===== src/rtl/reservoir_sequencer_pkg.sv =====
// rtl/reservoir_sequencer_pkg.sv - shared state encodings and sizing helper for the reservoir sequencer
package reservoir_sequencer_pkg;

    localparam logic [2:0] ST_IDLE  = 3'd0;
    localparam logic [2:0] ST_WAIT  = 3'd1;
    localparam logic [2:0] ST_DRIVE = 3'd2;
    localparam logic [2:0] ST_FLUSH = 3'd3;
    localparam logic [2:0] ST_DONE  = 3'd4;

    // Width of a virtual-node index; also used by the reservoir and readout stages.
    function automatic int node_idx_w(input int vn);
        return (vn > 1) ? $clog2(vn) : 1;
    endfunction

endpackage


===== src/rtl/reservoir_tag_delay.sv =====
// rtl/reservoir_tag_delay.sv - DEPTH-stage shift register aligning {valid, idx, last} with reservoir dout
module reservoir_tag_delay
    import reservoir_sequencer_pkg::*;
#(
    parameter int DEPTH = 1,
    parameter int IDX_W = 4
) (
    input  logic             clk,
    input  logic             clr_i,
    input  logic             valid_i,
    input  logic [IDX_W-1:0] idx_i,
    input  logic             last_i,
    output logic             valid_o,
    output logic [IDX_W-1:0] idx_o,
    output logic             last_o
);

    logic [IDX_W+1:0] stage_q [DEPTH];

    // Shift the tag one stage per cycle; clear wipes every stage so no stale tag survives a reset.
    always_ff @(posedge clk) begin
        if (clr_i) begin
            for (int i = 0; i < DEPTH; i++) begin
                stage_q[i] <= '0;
            end
        end else begin
            stage_q[0] <= {valid_i, idx_i, last_i};
            for (int i = 1; i < DEPTH; i++) begin
                stage_q[i] <= stage_q[i-1];
            end
        end
    end

    assign {valid_o, idx_o, last_o} = stage_q[DEPTH-1];

endmodule


===== src/rtl/reservoir_sequencer.sv =====
// rtl/reservoir_sequencer.sv - time-multiplexes input samples onto reservoir virtual nodes and tags the results
module reservoir_sequencer
    import reservoir_sequencer_pkg::*;
#(
    parameter int VIRTUAL_NODES = 10,
    parameter int DATA_WIDTH    = 32,
    parameter int RES_LATENCY   = 1,
    parameter int CNT_WIDTH     = 16
) (
    input  logic                             clk,
    input  logic                             rst,
    input  logic                             start,
    input  logic [CNT_WIDTH-1:0]             num_samples,
    input  logic                             mask_we,
    input  logic [VIRTUAL_NODES-1:0]         mask_wdata,
    input  logic                             s_valid,
    input  logic [DATA_WIDTH-1:0]            s_data,
    output logic                             s_ready,
    output logic [DATA_WIDTH-1:0]            res_din,
    input  logic [DATA_WIDTH-1:0]            res_dout,
    output logic                             m_valid,
    output logic [DATA_WIDTH-1:0]            m_data,
    output logic [$clog2(VIRTUAL_NODES)-1:0] m_node,
    output logic                             m_last,
    output logic                             busy,
    output logic                             done
);

    localparam int NIW = node_idx_w(VIRTUAL_NODES);
    localparam int FLW = (RES_LATENCY > 1) ? $clog2(RES_LATENCY) : 1;
    localparam logic [NIW-1:0] LAST_NODE  = NIW'(VIRTUAL_NODES - 1);
    localparam logic [FLW-1:0] LAST_FLUSH = FLW'(RES_LATENCY - 1);

    logic [2:0]               state_q, state_d;
    logic [VIRTUAL_NODES-1:0] mask_q, mask_d;
    logic [NIW-1:0]           node_q, node_d;
    logic [DATA_WIDTH-1:0]    sample_q, sample_d;
    logic [CNT_WIDTH-1:0]     num_q, num_d;
    logic [CNT_WIDTH-1:0]     cnt_q, cnt_d;
    logic [FLW-1:0]           flush_q, flush_d;

    logic                  more_samples;
    logic                  node_last;
    logic                  accept;
    logic [DATA_WIDTH-1:0] neg_sample;
    logic                  tag_valid_in, tag_last_in;
    logic                  tag_valid_out, tag_last_out;
    logic [NIW-1:0]        tag_idx_out;

    logic                  m_valid_q, m_last_q;
    logic [DATA_WIDTH-1:0] m_data_q;
    logic [NIW-1:0]        m_node_q;

    // cnt_q counts samples already accepted, so it is compared against the latched run length.
    assign more_samples = (cnt_q != num_q);
    assign node_last    = (node_q == LAST_NODE);
    assign s_ready      = (state_q == ST_WAIT) ||
                          ((state_q == ST_DRIVE) && node_last && more_samples);
    assign accept       = s_valid && s_ready;
    // Two's-complement negate wraps, so the most negative sample maps to itself.
    assign neg_sample   = ~sample_q + DATA_WIDTH'(1);
    assign res_din      = (state_q == ST_DRIVE) ? (mask_q[node_q] ? sample_q : neg_sample) : '0;
    assign tag_valid_in = (state_q == ST_DRIVE);
    assign tag_last_in  = (state_q == ST_DRIVE) && node_last && !more_samples;
    assign busy         = (state_q != ST_IDLE);
    assign done         = (state_q == ST_DONE);

    // Next-state logic for the run FSM, counters and mask register.
    always_comb begin
        state_d  = state_q;
        mask_d   = mask_q;
        node_d   = node_q;
        sample_d = sample_q;
        num_d    = num_q;
        cnt_d    = cnt_q;
        flush_d  = flush_q;
        case (state_q)
            ST_IDLE: begin
                if (mask_we) begin
                    mask_d = mask_wdata;
                end
                if (start) begin
                    num_d   = num_samples;
                    cnt_d   = '0;
                    state_d = (num_samples == '0) ? ST_DONE : ST_WAIT;
                end
            end
            ST_WAIT: begin
                if (accept) begin
                    sample_d = s_data;
                    cnt_d    = cnt_q + CNT_WIDTH'(1);
                    node_d   = '0;
                    state_d  = ST_DRIVE;
                end
            end
            ST_DRIVE: begin
                node_d = node_q + NIW'(1);
                if (node_last) begin
                    if (more_samples) begin
                        if (accept) begin
                            // Next sample starts without a bubble cycle.
                            sample_d = s_data;
                            cnt_d    = cnt_q + CNT_WIDTH'(1);
                            node_d   = '0;
                        end else begin
                            state_d = ST_WAIT;
                        end
                    end else begin
                        flush_d = '0;
                        state_d = ST_FLUSH;
                    end
                end
            end
            ST_FLUSH: begin
                if (flush_q == LAST_FLUSH) begin
                    state_d = ST_DONE;
                end else begin
                    flush_d = flush_q + FLW'(1);
                end
            end
            ST_DONE: begin
                state_d = ST_IDLE;
            end
            default: begin
                state_d = ST_IDLE;
            end
        endcase
    end

    // Control state registers; reset restores an all-positive mask.
    always_ff @(posedge clk) begin
        if (rst) begin
            state_q  <= ST_IDLE;
            mask_q   <= '1;
            node_q   <= '0;
            sample_q <= '0;
            num_q    <= '0;
            cnt_q    <= '0;
            flush_q  <= '0;
        end else begin
            state_q  <= state_d;
            mask_q   <= mask_d;
            node_q   <= node_d;
            sample_q <= sample_d;
            num_q    <= num_d;
            cnt_q    <= cnt_d;
            flush_q  <= flush_d;
        end
    end

    reservoir_tag_delay #(
        .DEPTH (RES_LATENCY),
        .IDX_W (NIW)
    ) u_tag_delay (
        .clk     (clk),
        .clr_i   (rst),
        .valid_i (tag_valid_in),
        .idx_i   (node_q),
        .last_i  (tag_last_in),
        .valid_o (tag_valid_out),
        .idx_o   (tag_idx_out),
        .last_o  (tag_last_out)
    );

    // Register the returning reservoir state together with its delayed tag.
    always_ff @(posedge clk) begin
        if (rst) begin
            m_valid_q <= 1'b0;
            m_last_q  <= 1'b0;
            m_data_q  <= '0;
            m_node_q  <= '0;
        end else begin
            m_valid_q <= tag_valid_out;
            m_last_q  <= tag_last_out;
            if (tag_valid_out) begin
                m_data_q <= res_dout;
                m_node_q <= tag_idx_out;
            end
        end
    end

    assign m_valid = m_valid_q;
    assign m_data  = m_data_q;
    assign m_node  = m_node_q;
    assign m_last  = m_last_q;

endmodule


===== config.mk =====
export PLATFORM = sky130hd
export DESIGN_NAME = reservoir_sequencer
export DESIGN_NICKNAME = d
export VERILOG_FILES = /design/src/rtl/reservoir_sequencer_pkg.sv /design/src/rtl/reservoir_tag_delay.sv /design/src/rtl/reservoir_sequencer.sv
export SDC_FILE = /design/constraint.sdc
export NUM_CORES = 1
export LEC_CHECK = 0
export CAP_MARGIN = 40
export CORE_MARGIN = 4
export CORE_UTILIZATION = 45
export CTS_CLUSTER_SIZE = 40
export DETAILED_ROUTE_END_ITERATION = 10
export GPL_TIMING_DRIVEN = 0
export PLACE_DENSITY = 0.76
export REMOVE_ABC_BUFFERS = 1
export SKIP_LAST_GASP = 1
export SYNTH_ARGS = -nofsm -noshare
export SYNTH_HDL_FRONTEND = slang
export SYNTH_SLANG_ARGS = --single-unit

===== constraint.sdc =====
create_clock -name clk -period 5.6 [get_ports clk]
set_input_delay 1.12 -clock clk [delete_from_list [all_inputs] [get_ports clk]]
set_output_delay 1.12 -clock clk [all_outputs]
set_load 0.01 [all_outputs]

# ---- Word-level counts from Yosys, hierarchy flattened
# Memory sizes are Yosys's and may differ from the RTL's.
# Index checks and enable logic that the tools add are counted.
dict set report op_classes {
  n_mux 35
  eq_ne 13
  n_lt_le_gt_ge 1
  reduce_logical 20
  n_addsub 4
  bitwise_logic 1
}
# operator count
set op_table {}
lappend op_table {{32-bit two-way mux} 5}
lappend op_table {{16-bit two-way mux} 4}
lappend op_table {{32-bit one-hot mux with 2 select lines} 1}
lappend op_table {{16-bit one-hot mux with 3 select lines} 1}
lappend op_table {{32-bit by 1-bit adder with 32-bit output, second input constant} 1}
lappend op_table {{32-bit NOT} 1}
lappend op_table {{3-bit two-way mux} 7}
lappend op_table {{16-bit by 1-bit adder with 16-bit output, second input constant} 1}
lappend op_table {{16-bit zero test} 1}
lappend op_table {{4-bit two-way mux} 4}
lappend op_table {{16-bit inequality test} 1}
lappend op_table {{2-bit inequality test, second input constant} 6}
lappend op_table {{3-bit one-hot mux with 4 select lines} 1}
lappend op_table {{1-bit two-way mux} 8}
lappend op_table {{4-bit one-hot mux with 2 select lines} 1}
lappend op_table {{3-bit by 2-bit equality test with 1-bit output, second input constant} 2}
lappend op_table {{6-bit two-way mux} 1}
lappend op_table {{2-bit AND reduction} 3}
lappend op_table {{3-bit AND reduction} 2}
lappend op_table {{3-bit nonzero test} 2}
lappend op_table {{6-bit OR reduction} 1}
lappend op_table {{4-bit by 5-bit < comparator with 1-bit output, second input constant} 1}
lappend op_table {{5-bit AND reduction} 1}
lappend op_table {{4-bit by 1-bit adder with 4-bit output, second input constant} 1}
lappend op_table {{other kinds (13)} 17}
dict set report word_totals {
  wordCells 86
  ram_bits 6
  out_inout_bits 73
  inputBits 95
  register_bits 120
  mem_count 1
}
# name depth width read_ports rd_clocked_by_memory_dff write_ports line_no
set mem_list {}
lappend mem_list {u_tag_delay.stage_q 1 6 1 0 1 reservoir_tag_delay.sv:18} ;# logic [IDX_W+1:0] stage_q [DEPTH];

# ---- Logic depth before layout (Yosys ltp)
dict set report logic_depth {
  depth_word 9
  ltp_mapped 9
}

# ---- Hierarchy
# Synthesis repeated with hierarchy kept, for this count alone.
dict set report unflattened {
  hier_cells 719
  hier_area_um2 5925.7
}
# module area_per_inst_um2 n_inst cells_each
set by_module_without_submodules {}
lappend by_module_without_submodules {reservoir_sequencer 5768.0 1 707}
lappend by_module_without_submodules {reservoir_tag_delay 157.7 1 12}

# ---- Worst setup path after synthesis
# OpenSTA, ideal clock, no wires.
dict set report synth_path {
  path_type {register to output}
  startpoint {reg node_q[0]}
  endpoint {out res_din[28]}
  required_time_ns 4.480
  path_stages_with_launch 9
  arrival_ns 2.116
  path_slack_ns 2.364
  cell_sequence {dfxtp_1 > clkbuf_1 > mux4_2 > a221oi_1 > a21o_2 > buf_2 > o41ai_1 > xor2_1 > nor2_1}
}
dict set report synth_between {
  elab_chain_cells 4
}
# item line_no
set synth_lines {}
lappend synth_lines {{start, declared} reservoir_sequencer.sv:36} ;# logic [NIW-1:0] node_q, node_d;
lappend synth_lines {{start signal, assigned} reservoir_sequencer.sv:143} ;# node_q <= node_d;
lappend synth_lines {{1-bit binary-select mux with 4-bit select} reservoir_sequencer.sv:62} ;# assign res_din = (state_q == ST_DRIVE) ? (mask_q[node_q] ? sample_q : neg_sample) : '0;
lappend synth_lines {{1-bit two-way mux (implied by the code)} reservoir_sequencer.sv:62}
lappend synth_lines {{32-bit two-way mux (2 in series)} reservoir_sequencer.sv:62}
lappend synth_lines {{end, declared} reservoir_sequencer.sv:19} ;# output logic [DATA_WIDTH-1:0] res_din,
# Every way passes these cells. The select of a mux whose other input is x is not followed.

# ---- Final worst setup path
dict set report layout_path {
  startpoint {reg node_q[0]}
  endpoint {out res_din[21]}
}
# Same word-level chain as after synthesis.

==> out/metrics.cfg <==
[layout]
syn_to_final_growth_pct = 41.6
regArea_um2 = 2500
insertedDiodeCount = 0
nets = 922
num-fill-cells = 1048
multi_input_area_um2 = 3150
drive_gt1_share_pct = 6.70

[placed_design]
post-dp-hpwl_um = 11400
gp_congestion = 0.815
numPortBuffers = 167
place_ws_ns = 1.51

[floorplanning]
core-area_um2 = 12700
die_w_um = 122
rows = 41
die_y_um = 122
ios = 168
die-area_um2 = 14900
start_util_pct = 46.1

[cts]
clk_path_buf_depth = 2
clk_pin_slew_worst_paths_ns = 0.06
numClockSinks = 125
root_buffer = clkbuf_16
ctsHoldBuffers = 0
cts.repair.resized = 0
insertion_delay_ns = 0.41
cts_max_level = 4
cts_tree = yes
numCtsBuffers = 17
postCtsSetupBuffers = 0

[sta]
tightest_slew_ns = 0.717
rsz0062_at_grt = no
fin_crit_sh_pct = 80.0
finClkSkew_ns = 0.00955
relSlewSlack_pct = 51.8
drv_slew = 0
min_period_ns = 4.48
setup-violations-final = 0
fin_setup_tns_ns = 0
setup_ws_ns = 1.12
hold_viol = 0
max_freq_mhz = 223

[setup_path]
required_ns = 4.48
worst-r2r-setup-slack_ns = 2.84
regToRegStartpoint = node_q[0]
crit_type = reg -> out
crit_fanout = 32
crit_arrival_ns = 3.36
reg2reg_to = cnt_q[7]
critPathLaunchType = flop
ff2ff_path_depth = 9
endpoint = res_din[21]
crit_start = node_q[0]
critPathCaptureType = primary output

[drt]
viasPerCell = 5.29
dr_total_vias = 5331
antenna_left = 0
drt-total-wl_um = 15500
drtIter0Drc = 293
wl_per_cell_um = 15.4
dr.pass1.iters = 4
drc = 0

[status]
status = completed

[logic_synthesis]
ys_warn_count = 0
yosysUniqueCellTypes = 51
synth_commonest_cells = dfxtp_1 (125), nor2_1 (118), nand2_1 (77)
synth_enable_flop_cells = 0
yosys-top-cells-area = dfxtp_1 (43%), mux2i_1 (12%), nor2_1 (7.6%), xor2_1 (6.9%), nand2_1 (4.9%)
synth_seq_cells = 125
syn_area_per_cell_um2 = 8.72
synth-seq-area-share_pct = 42.9
async_flop_share_pct = 0
syn_area_um2 = 5840
synthMostInstantiatedCell = dfxtp_1
synth_cells = 670
yosysTopAreaCell = dfxtp_1
ys.flop_type = dfxtp_1
synth_top_area_share_pct = 42.9

[power_and_ir_drop]
power.density_nw_per_um2 = 307
peakVddDrop_mv = 0.172
power_leakage_nw = 3.30

[grt]
grt-ovfl-total = 0
grt_max_degree = 84
gr-usage-all-layers_pct = 20.9
grt_pass1_wl_um = 25100
antenna_found_initial = 0
grt_pass1_vias = 5179

[run]
drv_cap = 0

[min_path]
worstHoldPathType = reg -> reg

==> per-layer routing <==
layer	up-vias	GRT usage, %	part of all wire [%]
met5	-	0	0
li1	2628	-	-
met4	0	7.84	1.9
met1	2499	25.7	43
met2	183	35.2	48
met3	21	5.52	7.5
==> worst min-delay path by stage <==
| stage | from | to | slack (ns) | cells past startpoint |
|---|---|---|---|---|
| 5_1_grt | u_tag_delay.stage_q[0][0] | m_last | 0.47 | 1 |
| 4_1_cts | u_tag_delay.stage_q[0][0] | m_last | 0.45 | 1 |
| 3_3_place_gp | u_tag_delay.stage_q[0][0] | m_last | 0.43 | 1 |
| 3_5_place_dp | u_tag_delay.stage_q[0][0] | m_last | 0.44 | 1 |
| 2_1_floorplan | u_tag_delay.stage_q[0][0] | m_last | 0.41 | 1 |
| 6_report | u_tag_delay.stage_q[0][0] | m_last | 0.44 | 1 |
==> cell type report <==
| class | count | area share (%) |
|---|---|---|
| clock buffers | 18 | 5.31 |
| clock inverters | 14 | 1.45 |
| inverters | 8 | 0.363 |
| multi-input cells | 498 | 38.1 |
| flip-flops and latches | 125 | 30.3 |
| well taps | 172 | 2.60 |
| repair buffers | 173 | 21.9 |
==> per-stage QoR <==
step	util [%]	instances	power [mW]	hold WS, ns	area, um2
2_1_floorplan	-	631	1.31	0.414	5670
6_report	65.3	1008	2.54	0.445	8270
3_5_place_dp	60.8	976	1.53	0.436	7710
3_3_place_gp	59.7	970	1.49	0.431	7560
5_1_grt	65.3	1008	2.66	0.471	8270
4_1_cts	65.3	1008	2.56	0.450	8270
==> worst max-delay path, stage by stage (launching register included) <==
cell and delay, ns:
dfxtp_1 0.53, mux4_2 0.56, a221oi_1 0.30, a21o_2 0.47, o21ai_0 0.23, xor2_1 0.19
nor2_1 0.11, clkdlybuf4s50_1 0.55
==> logic make-up after synthesis <==
kind of cell | share of synthesized area, %
AO/OA/AOI/OAI | 9.47
buffers and inverters | 3.39
adder cells (fa/ha/maj) | 0.857
flip-flops | 42.9
multiplexers | 13.0
XOR/XNOR | 7.20
AND/OR/NAND/NOR | 23.2
==> cells in the final DEF (no fill, tap or decap), types with 14 or more instances in the layout <==
cell type        instances
a21oi_1                 34
clkbuf_16               17
clkdlybuf4s50_1        166
dfxtp_1                124
mux2i_1                 69
nand2_1                 77
nand3b_1                14
nor2_1                 118
o31ai_1                 15
xor2_1                  46
==> registers in the layout, indices dropped and copies added (netlist names) <==
signal	flops
state_q	3
u_tag_delay.stage_q	6
m_valid	1
m_data	32
m_node	4
sample_q	32
num_q	16
mask_q	10
node_q	4
m_last	1
cnt_q	16
==> power by group <==
| part | internal [mW] | switching, mW |
|---|---|---|
| logic | 0.249 | 0.272 |
| registers | 0.941 | 0.0494 |
| clock network | 0.620 | 0.406 |
(Power assumes the default switching activity.)
